**src/rtl/pair_issue_split_pkg.sv**
```systemverilog
// rtl/pair_issue_split_pkg.sv - shared widths and FSM state encoding for the pair issue splitter
package pair_issue_split_pkg;

  localparam int AWIDTH       = 32;
  localparam int OPCODE_WIDTH = 6;
  localparam int DEF_IWIDTH   = 32;
  localparam int DEF_PCWIDTH  = 32;

  typedef enum logic {
    PS_PASS  = 1'b0,
    PS_HOLD2 = 1'b1
  } ps_state_e;

endpackage

```
**src/rtl/pair_issue_split_issue_slot_reg.sv**
```systemverilog
// rtl/pair_issue_split_issue_slot_reg.sv - valid/instr/pc register with load and clear
module issue_slot_reg #(
  parameter int IW = 32,
  parameter int PW = 32
) (
  input  logic          clk_i,
  input  logic          rst_ni,
  input  logic          clr_i,
  input  logic          ld_i,
  input  logic          valid_i,
  input  logic [IW-1:0] instr_i,
  input  logic [PW-1:0] pc_i,
  output logic          valid_o,
  output logic [IW-1:0] instr_o,
  output logic [PW-1:0] pc_o
);

  logic          valid_q;
  logic [IW-1:0] instr_q;
  logic [PW-1:0] pc_q;

  // Clear only drops the valid; payload is don't-care once invalid.
  always_ff @(posedge clk_i or negedge rst_ni) begin
    if (!rst_ni) begin
      valid_q <= 1'b0;
      instr_q <= '0;
      pc_q    <= '0;
    end else if (clr_i) begin
      valid_q <= 1'b0;
    end else if (ld_i) begin
      valid_q <= valid_i;
      instr_q <= instr_i;
      pc_q    <= pc_i;
    end
  end

  assign valid_o = valid_q;
  assign instr_o = instr_q;
  assign pc_o    = pc_q;

endmodule

```
**src/rtl/pair_issue_split.sv**
```systemverilog
// rtl/pair_issue_split.sv - dual-issue serializer splitting dependent pairs; PS_SPLIT_CNT_EN adds a split counter
module pair_issue_split
  import pair_issue_split_pkg::*;
#(
  parameter int IWIDTH  = DEF_IWIDTH,
  parameter int PCWIDTH = DEF_PCWIDTH
) (
  input  logic               ps_i_clk,
  input  logic               ps_i_rst,
  input  logic               ps_i_flush,
  input  logic               ps_i_valid,
  output logic               ps_o_ready,
  input  logic [IWIDTH-1:0]  ps_i_instr_1,
  input  logic [IWIDTH-1:0]  ps_i_instr_2,
  input  logic [PCWIDTH-1:0] ps_i_pc_1,
  input  logic [PCWIDTH-1:0] ps_i_pc_2,
  input  logic               ps_i_dup,
  input  logic               ps_i_ready,
  output logic               ps_o_valid_1,
  output logic               ps_o_valid_2,
  output logic [IWIDTH-1:0]  ps_o_instr_1,
  output logic [IWIDTH-1:0]  ps_o_instr_2,
  output logic [PCWIDTH-1:0] ps_o_pc_1,
  output logic [PCWIDTH-1:0] ps_o_pc_2
`ifdef PS_SPLIT_CNT_EN
  ,
  output logic [31:0]        ps_o_split_cnt
`endif
);

  ps_state_e state_q, state_d;

  logic               load_en;
  logic               accept;
  logic               hold_valid;
  logic [IWIDTH-1:0]  hold_instr;
  logic [PCWIDTH-1:0] hold_pc;

  logic               s1_ld, s1_valid_d;
  logic [IWIDTH-1:0]  s1_instr_d;
  logic [PCWIDTH-1:0] s1_pc_d;
  logic               s2_valid_d;
  logic               hold_ld, hold_clr;

  assign load_en    = !ps_o_valid_1 || ps_i_ready;
  assign ps_o_ready = !ps_i_flush && (state_q == PS_PASS) && load_en;
  assign accept     = ps_i_valid && ps_o_ready;

  always_comb begin
    state_d    = state_q;
    s1_ld      = !ps_i_flush && load_en;
    s1_valid_d = accept;
    s1_instr_d = ps_i_instr_1;
    s1_pc_d    = ps_i_pc_1;
    s2_valid_d = accept && !ps_i_dup;
    hold_ld    = 1'b0;
    hold_clr   = ps_i_flush;
    if (ps_i_flush) begin
      state_d = PS_PASS;
    end else begin
      case (state_q)
        PS_PASS: begin
          if (accept && ps_i_dup) begin
            hold_ld = 1'b1;
            state_d = PS_HOLD2;
          end
        end
        PS_HOLD2: begin
          // The held younger instruction always goes out alone in slot 1.
          s1_valid_d = hold_valid;
          s1_instr_d = hold_instr;
          s1_pc_d    = hold_pc;
          s2_valid_d = 1'b0;
          if (load_en) begin
            hold_clr = 1'b1;
            state_d  = PS_PASS;
          end
        end
        default: state_d = PS_PASS;
      endcase
    end
  end

  always_ff @(posedge ps_i_clk or negedge ps_i_rst) begin
    if (!ps_i_rst) state_q <= PS_PASS;
    else           state_q <= state_d;
  end

  issue_slot_reg #(.IW(IWIDTH), .PW(PCWIDTH)) u_slot1 (
    .clk_i(ps_i_clk), .rst_ni(ps_i_rst), .clr_i(ps_i_flush), .ld_i(s1_ld),
    .valid_i(s1_valid_d), .instr_i(s1_instr_d), .pc_i(s1_pc_d),
    .valid_o(ps_o_valid_1), .instr_o(ps_o_instr_1), .pc_o(ps_o_pc_1)
  );

  issue_slot_reg #(.IW(IWIDTH), .PW(PCWIDTH)) u_slot2 (
    .clk_i(ps_i_clk), .rst_ni(ps_i_rst), .clr_i(ps_i_flush), .ld_i(s1_ld),
    .valid_i(s2_valid_d), .instr_i(ps_i_instr_2), .pc_i(ps_i_pc_2),
    .valid_o(ps_o_valid_2), .instr_o(ps_o_instr_2), .pc_o(ps_o_pc_2)
  );

  issue_slot_reg #(.IW(IWIDTH), .PW(PCWIDTH)) u_hold (
    .clk_i(ps_i_clk), .rst_ni(ps_i_rst), .clr_i(hold_clr), .ld_i(hold_ld),
    .valid_i(1'b1), .instr_i(ps_i_instr_2), .pc_i(ps_i_pc_2),
    .valid_o(hold_valid), .instr_o(hold_instr), .pc_o(hold_pc)
  );

`ifdef PS_SPLIT_CNT_EN
  logic [31:0] split_cnt_q, split_cnt_d;

  assign split_cnt_d = split_cnt_q + 32'd1;

  always_ff @(posedge ps_i_clk or negedge ps_i_rst) begin
    if (!ps_i_rst)               split_cnt_q <= '0;
    else if (accept && ps_i_dup) split_cnt_q <= split_cnt_d;
  end

  assign ps_o_split_cnt = split_cnt_q;
`endif

endmodule

```
**config.mk**
```make
export PLATFORM = sky130hd
export DESIGN_NAME = pair_issue_split
export DESIGN_NICKNAME = d
export VERILOG_FILES = /design/src/rtl/pair_issue_split_pkg.sv /design/src/rtl/pair_issue_split_issue_slot_reg.sv /design/src/rtl/pair_issue_split.sv
export SDC_FILE = /design/constraint.sdc
export NUM_CORES = 1
export LEC_CHECK = 0
export ABC_AREA = 1
export CAP_MARGIN = 10
export CORE_MARGIN = 2
export CORE_UTILIZATION = 61
export DETAILED_ROUTE_END_ITERATION = 7
export DONT_BUFFER_PORTS = 1
export PLACE_DENSITY = 0.77
export SLEW_MARGIN = 40
export SYNTH_ARGS = -nofsm -noshare
export SYNTH_HDL_FRONTEND = slang
export SYNTH_SLANG_ARGS = --single-unit
```
**constraint.sdc**
```tcl
create_clock -name ps_i_clk -period 1.9 [get_ports ps_i_clk]
set_clock_uncertainty 0.15 [all_clocks]
set_input_delay 0.285 -clock ps_i_clk [delete_from_list [all_inputs] [get_ports ps_i_clk]]
set_output_delay 0.285 -clock ps_i_clk [all_outputs]
set_load 0.02 [all_outputs]
```
==> impl_metrics.ini, run 1 <==
[synth]
ys_ff_latch = 196
synth-seq-area-share_pct = 60.59
synth_area_leaders = dfrtp_1 (61%), nand2_1 (24%), o211ai_1 (5.9%)
syn-num-nets = 1050
yosysUniqueCellTypes = 18
yosys.area.top_type = dfrtp_1
postSynthAreaPerCell_um2 = 8.838
synth_top_area_share_pct = 60.59
syn-cell-area_um2 = 8095
yosysWarnings = 0
syn_inst = 916

[timing]
timing.slew.headroom_pct = 56.58
holdWs_ns = -0.6077
hold_viol_final = 196
drv_slew = 0
period_needed_ns = 1.827
setup_tns_ns = 0
max_freq_ghz = 0.5474
setup_viol = 0
rsz0062_at_grt = no
setup_ws_ns = 0.07312
period_share_pct = 96.15
worst_slew_pin_slew_ns = 0.6513

[power]
max-vdd-ir-drop_mv = 0.6774
total_power_mw = 10.57
p_per_area_nw_per_um2 = 1041
power.leakage_nw = 5.050

[placement]
dpl.hpwl_um = 12820
port_buffers = 0
gp_congestion = 0.8107
place_area_um2 = 8233
dp_slack_ns = 0.3256

[route]
vias = 6912
routedWlPerCell_um = 18.06
ant_nets = 0
vias_per_cell = 5.684
wl_um = 21960
first_pass_iters = 5
drtIter0Drc = 634
remaining_drc_errors = 0

[floorplan]
core_region_area_um2 = 13090
pin_count = 265
fp.dieH_um = 119.2
die_x_um = 119.2
num_rows = 42
start_util_pct = 61.87
die_area_um2 = 14210

[clock_network]
cts_root_buf = clkbuf_16
cts_made_buffers = 17
numClockSinks = 196
cts_tree = done
htree_num_levels = 4
insertion_delay_ns = 0.42
clockBufferDepth = 2
holdBufCountCts = 131
clkTransAtPathRegs_ns = 0.07

[final_layout]
nNetsFinal = 1160
area_delta_synth_final_pct = 25.52
design_area_um2 = 10160
fillCellCount = 808
layout-drive-gt1-share_pct = 5.005

[worst_setup_path]
path_class = reg2out
worstPathArrival_ns = 1.39
crit_path_start_kind = flop
crit_required_ns = 1.46
critPathMaxFanout = 33
worstSetupEndpointType = output pin

[run_status]
violations = negative hold slack
status = complete, but fails checks

[worst_hold_path]
hold_path_class = in2async

[grt]
grt_pass1_vias = 7124
grt_pass1_wl_um = 35750
grt_max_degree = 197
grtUsageTotal_pct = 32.03
antenna_found_initial = 1
overflow = 0

[run]
drv_cap = 0
-- critical path, cell delays in order, from the launching register on --
cell	delay [ns]
dfrtp_2	0.43
buf_12	0.18
nor3_2	0.18
buf_4	0.17
-- final cells by class --
class / instances / area, µm² / share of cell area (%)
flip-flops and latches: 196 / 4906 / 48.28
well taps: 176 / 220.2 / 2.167
inverters: 7 / 28.78 / 0.2832
clock inverters: 8 / 100.1 / 0.9851
diodes: 1 / 2.502 / 0.02463
multi-input cells: 658 / 2910 / 28.64
clock buffers: 24 / 481.7 / 4.741
repair buffers: 146 / 1511 / 14.88
-- power breakdown --
group | leakage [nW] | internal, mW | switching [mW] | total, mW
Sequential | 2.41 | 4.81 | 0.901 | 5.72
Clock | 0.272 | 2.04 | 1.52 | 3.56
Combinational | 2.36 | 0.578 | 0.722 | 1.30
Total | 5.05 | 7.43 | 3.14 | 10.6
-- layout by cell type (no fill, tap or decap) --
master         netlist  layout
nor3_2               0       1
clkbuf_8             0       3
inv_2                3       3
buf_12               0       7
or2_1                1       1
a21oi_1              2       2
diode_2              0       1
clkbuf_16            0      17
o211ai_1            64      64
nand4_1              1       1
nand2_1            518     517
clkbuf_1            13       4
buf_4                6       8
or2_0               63      63
inv_1                4       3
nor2_1               2       1
o21ai_0              2       2
nand2_4              0       1
bufinv_16            0       2
dfrtp_1            196     195
dfrtp_2              0       1
clkinv_2             0       2
dlygate4sd3_1        0     131
o21ai_1              1       1
nand3_1              2       2
clkinvlp_4           0       4
nor2_4               1       2
inv_4                0       1
-- final timing paths --
check                                                  end  cells past startpoint  slack, ns                         from
setup / recovery                                ps_o_ready                      3       0.07            state_q$_DFF_PN0_
hold / removal             u_slot2.instr_o[25]$_DFFE_PN0P_                      0      -0.61                     ps_i_rst
setup reg to reg               u_hold.pc_o[12]$_DFFE_PN0P_                      7       0.19            state_q$_DFF_PN0_
hold reg to reg                u_hold.pc_o[17]$_DFFE_PN0P_                      2       0.32  u_hold.pc_o[17]$_DFFE_PN0P_
max in group asynchronous   u_hold.instr_o[14]$_DFFE_PN0P_                      0       1.86                     ps_i_rst
min in group ps_i_clk          u_slot2.valid_o$_DFFE_PN0P_                      2       0.02                   ps_i_valid
-- synth_stat cells --
library cell,number
o211ai_1,64
nor2_1,2
buf_4,6
o21ai_1,1
dfrtp_1,196
nand2_1,518
nor2_4,1
nor3_1,1
inv_2,3
inv_1,4
or2_1,1
nand3_1,2
o21ai_0,2
or2_0,63
clkbuf_1,13
buf_2,36
nand4_1,1
a21oi_1,2
-- timing repair --
action                                  4_1_cts  5_1_grt
setup buffers                                 0        1
endpoints found under the setup margin        1        1
hold endpoints to repair                    392      196
resized for setup                             5        2
-- per-layer routing --
metal  GRT usage (%)  up-vias  wire length [µm]
li1                -     3087                 -
met1           40.04     3369              8206
met2           51.62      382             10940
met3           9.195       74              1931
met4           15.40        0               880
met5               0        -                 0
-- sequential cells by signal (all words and copies together), names as in the netlist --
signal,count
u_slot1.instr_o,32
u_slot2.pc_o,32
u_slot2.valid_o,1
u_hold.instr_o,32
state_q,1
u_slot1.pc_o,32
u_slot1.valid_o,1
u_slot2.instr_o,32
u_hold.pc_o,32
u_hold.valid_o,1
-- kinds of logic after synthesis --
logic type             share of synthesized area (%)
AOI/OAI and AO/OA                              6.244
buffers and inverters                          3.709
DFF                                            60.59
and+or+nand+nor                                29.46
-- metrics by stage --
step | utilization, % | instances
6_report | 77.65 | 1216
5_1_grt | 77.65 | 1216
4_1_cts | 77.54 | 1214
3_5_place_dp | 62.92 | 1051
3_3_place_gp | 62.92 | 1051
2_1_floorplan | - | 916
No activity file was read; power rests on OpenSTA's default activity.
==> inputs of run 2 (changes only) <==
clock period = 1.7 ns   (was 1.9 ns; I/O delays follow)
==> impl_metrics.ini, run 2 (synthesized netlist as in run 1, its figures left out) <==
[clock_network]
insertion_delay_ns = 0.43
cts_tree = done
cts_root_buf = clkbuf_16
clkTransAtPathRegs_ns = 0.06
cts_made_buffers = 17
clockBufferDepth = 2
htree_num_levels = 4
numClockSinks = 196
holdBufCountCts = 131

[timing]
rsz0062_at_grt = yes
drv_slew = 0
worst_slew_pin_slew_ns = 0.5011
setup_ws_ns = -0.05578
period_share_pct = 103.3
timing.slew.headroom_pct = 66.59
max_freq_ghz = 0.5695
setup_viol = 1
holdWs_ns = -0.6324
hold_viol_final = 197
period_needed_ns = 1.756
setup_tns_ns = -0.05578

[final_layout]
final_common_cell = nand2_1
final_cell_mix = nand2_1 (517), dfrtp_1 (195), dlygate4sd3_1 (131)
area_delta_synth_final_pct = 28.04
final_cells = 1227
layout-drive-gt1-share_pct = 6.196
fillCellCount = 780
nNetsFinal = 1170

[worst_setup_path]
critPathMaxStageDelay_ns = 0.40
crit_required_ns = 1.29
worstPathCellList = buf_6 -> inv_4 -> nor2_4 -> nor3_4 -> buf_6
cpMaxStageDelayCell = dfrtp_1
crit_path_start_kind = flop
worstSetupEndpointType = output pin
worstPathArrival_ns = 1.35
crit_buf_inv = 3
crit_top_cell = buf_6
path_class = reg2out
critPathMaxFanout = 2
cp_top_family = flip-flops

[placement]
port_buffers = 0
dp_slack_ns = 0.09339
dp.cells = 1053
dpl.hpwl_um = 12720
gp_congestion = 0.8297

[route]
wl_um = 22940
routedWlPerCell_um = 18.70
first_pass_iters = 5
remaining_drc_errors = 0
vias_per_cell = 5.649
vias = 6931
ant_nets = 0
drtIter0Drc = 710

[floorplan]
pin_count = 265
fp.dieH_um = 119.2
start_util_pct = 61.87
core_region_area_um2 = 13090
die_x_um = 119.2
num_rows = 42
die_area_um2 = 14210

[grt]
grt_pass1_wl_um = 35830
grt_pass1_vias = 7090
grt_max_degree = 197
grtUsageTotal_pct = 32.12
antenna_found_initial = 2
overflow = 0

[power]
power.leakage_nw = 5.158
total_power_mw = 12.00
max-vdd-ir-drop_mv = 0.7800
p_per_area_nw_per_um2 = 1158

[run_status]
violations = negative hold slack, negative setup slack
status = complete, but fails checks

[worst_hold_path]
hold_path_class = in2async

[run]
drv_cap = 0
## run 2: path summary, 6_finish.rpt
path	start	endpoint	slack (ns)	depth (start not counted)
min in group ps_i_clk	ps_i_ready	u_slot1.valid_o$_DFFE_PN0P_	-0.01	4
worst min register to register	u_hold.instr_o[9]$_DFFE_PN0P_	u_hold.instr_o[9]$_DFFE_PN0P_	0.32	2
worst max-delay path	u_slot1.valid_o$_DFFE_PN0P_	ps_o_ready	-0.06	5
worst min-delay path	ps_i_rst	u_slot2.instr_o[29]$_DFFE_PN0P_	-0.63	0
max in group asynchronous	ps_i_rst	u_slot2.instr_o[20]$_DFFE_PN0P_	1.70	0
worst max register to register	state_q$_DFF_PN0_	u_hold.pc_o[23]$_DFFE_PN0P_	0.06	8
## run 2: where the power goes
group,internal [mW],switching (mW)
Sequential,5.38,1.01
Combinational,0.681,0.833
Clock,2.43,1.67
Total,8.49,3.51
## run 2: cell type report
cell class | count | area [µm²] | share of cell area (%)
tap | 176 | 220.2 | 2.125
multi-input combinational | 658 | 2924 | 28.21
clock inverter | 9 | 126.4 | 1.219
clock buffer | 23 | 478.0 | 4.611
inverter | 7 | 31.28 | 0.3018
timing repair buffer | 156 | 1674 | 16.15
sequential | 196 | 4906 | 47.33
antenna | 2 | 5.005 | 0.04829
## run 2: layer usage
metal	global-route usage [%]	part of all wire, %	up-vias
met5	0	0	-
met4	15.70	3.9	0
met3	9.243	9.4	84
met2	52.69	50	413
met1	39.12	37	3332
li1	-	-	3102
## run 2: what timing repair did
item | in CTS | in global routing
gates resized for setup | 11 | 5
endpoints found under the setup margin | 1 | 126
pin swaps | 0 | 2
setup buffers | 2 | 2
gates cloned | 1 | 4
hold endpoints to repair | 392 | 196
## run 2: per-stage QoR
step,util [%],instance area (µm²)
6_report,79.21,10360
5_1_grt,79.21,10360
4_1_cts,78.16,10230
3_5_place_dp,62.84,8223
3_3_place_gp,62.84,8223
2_1_floorplan,-,8095
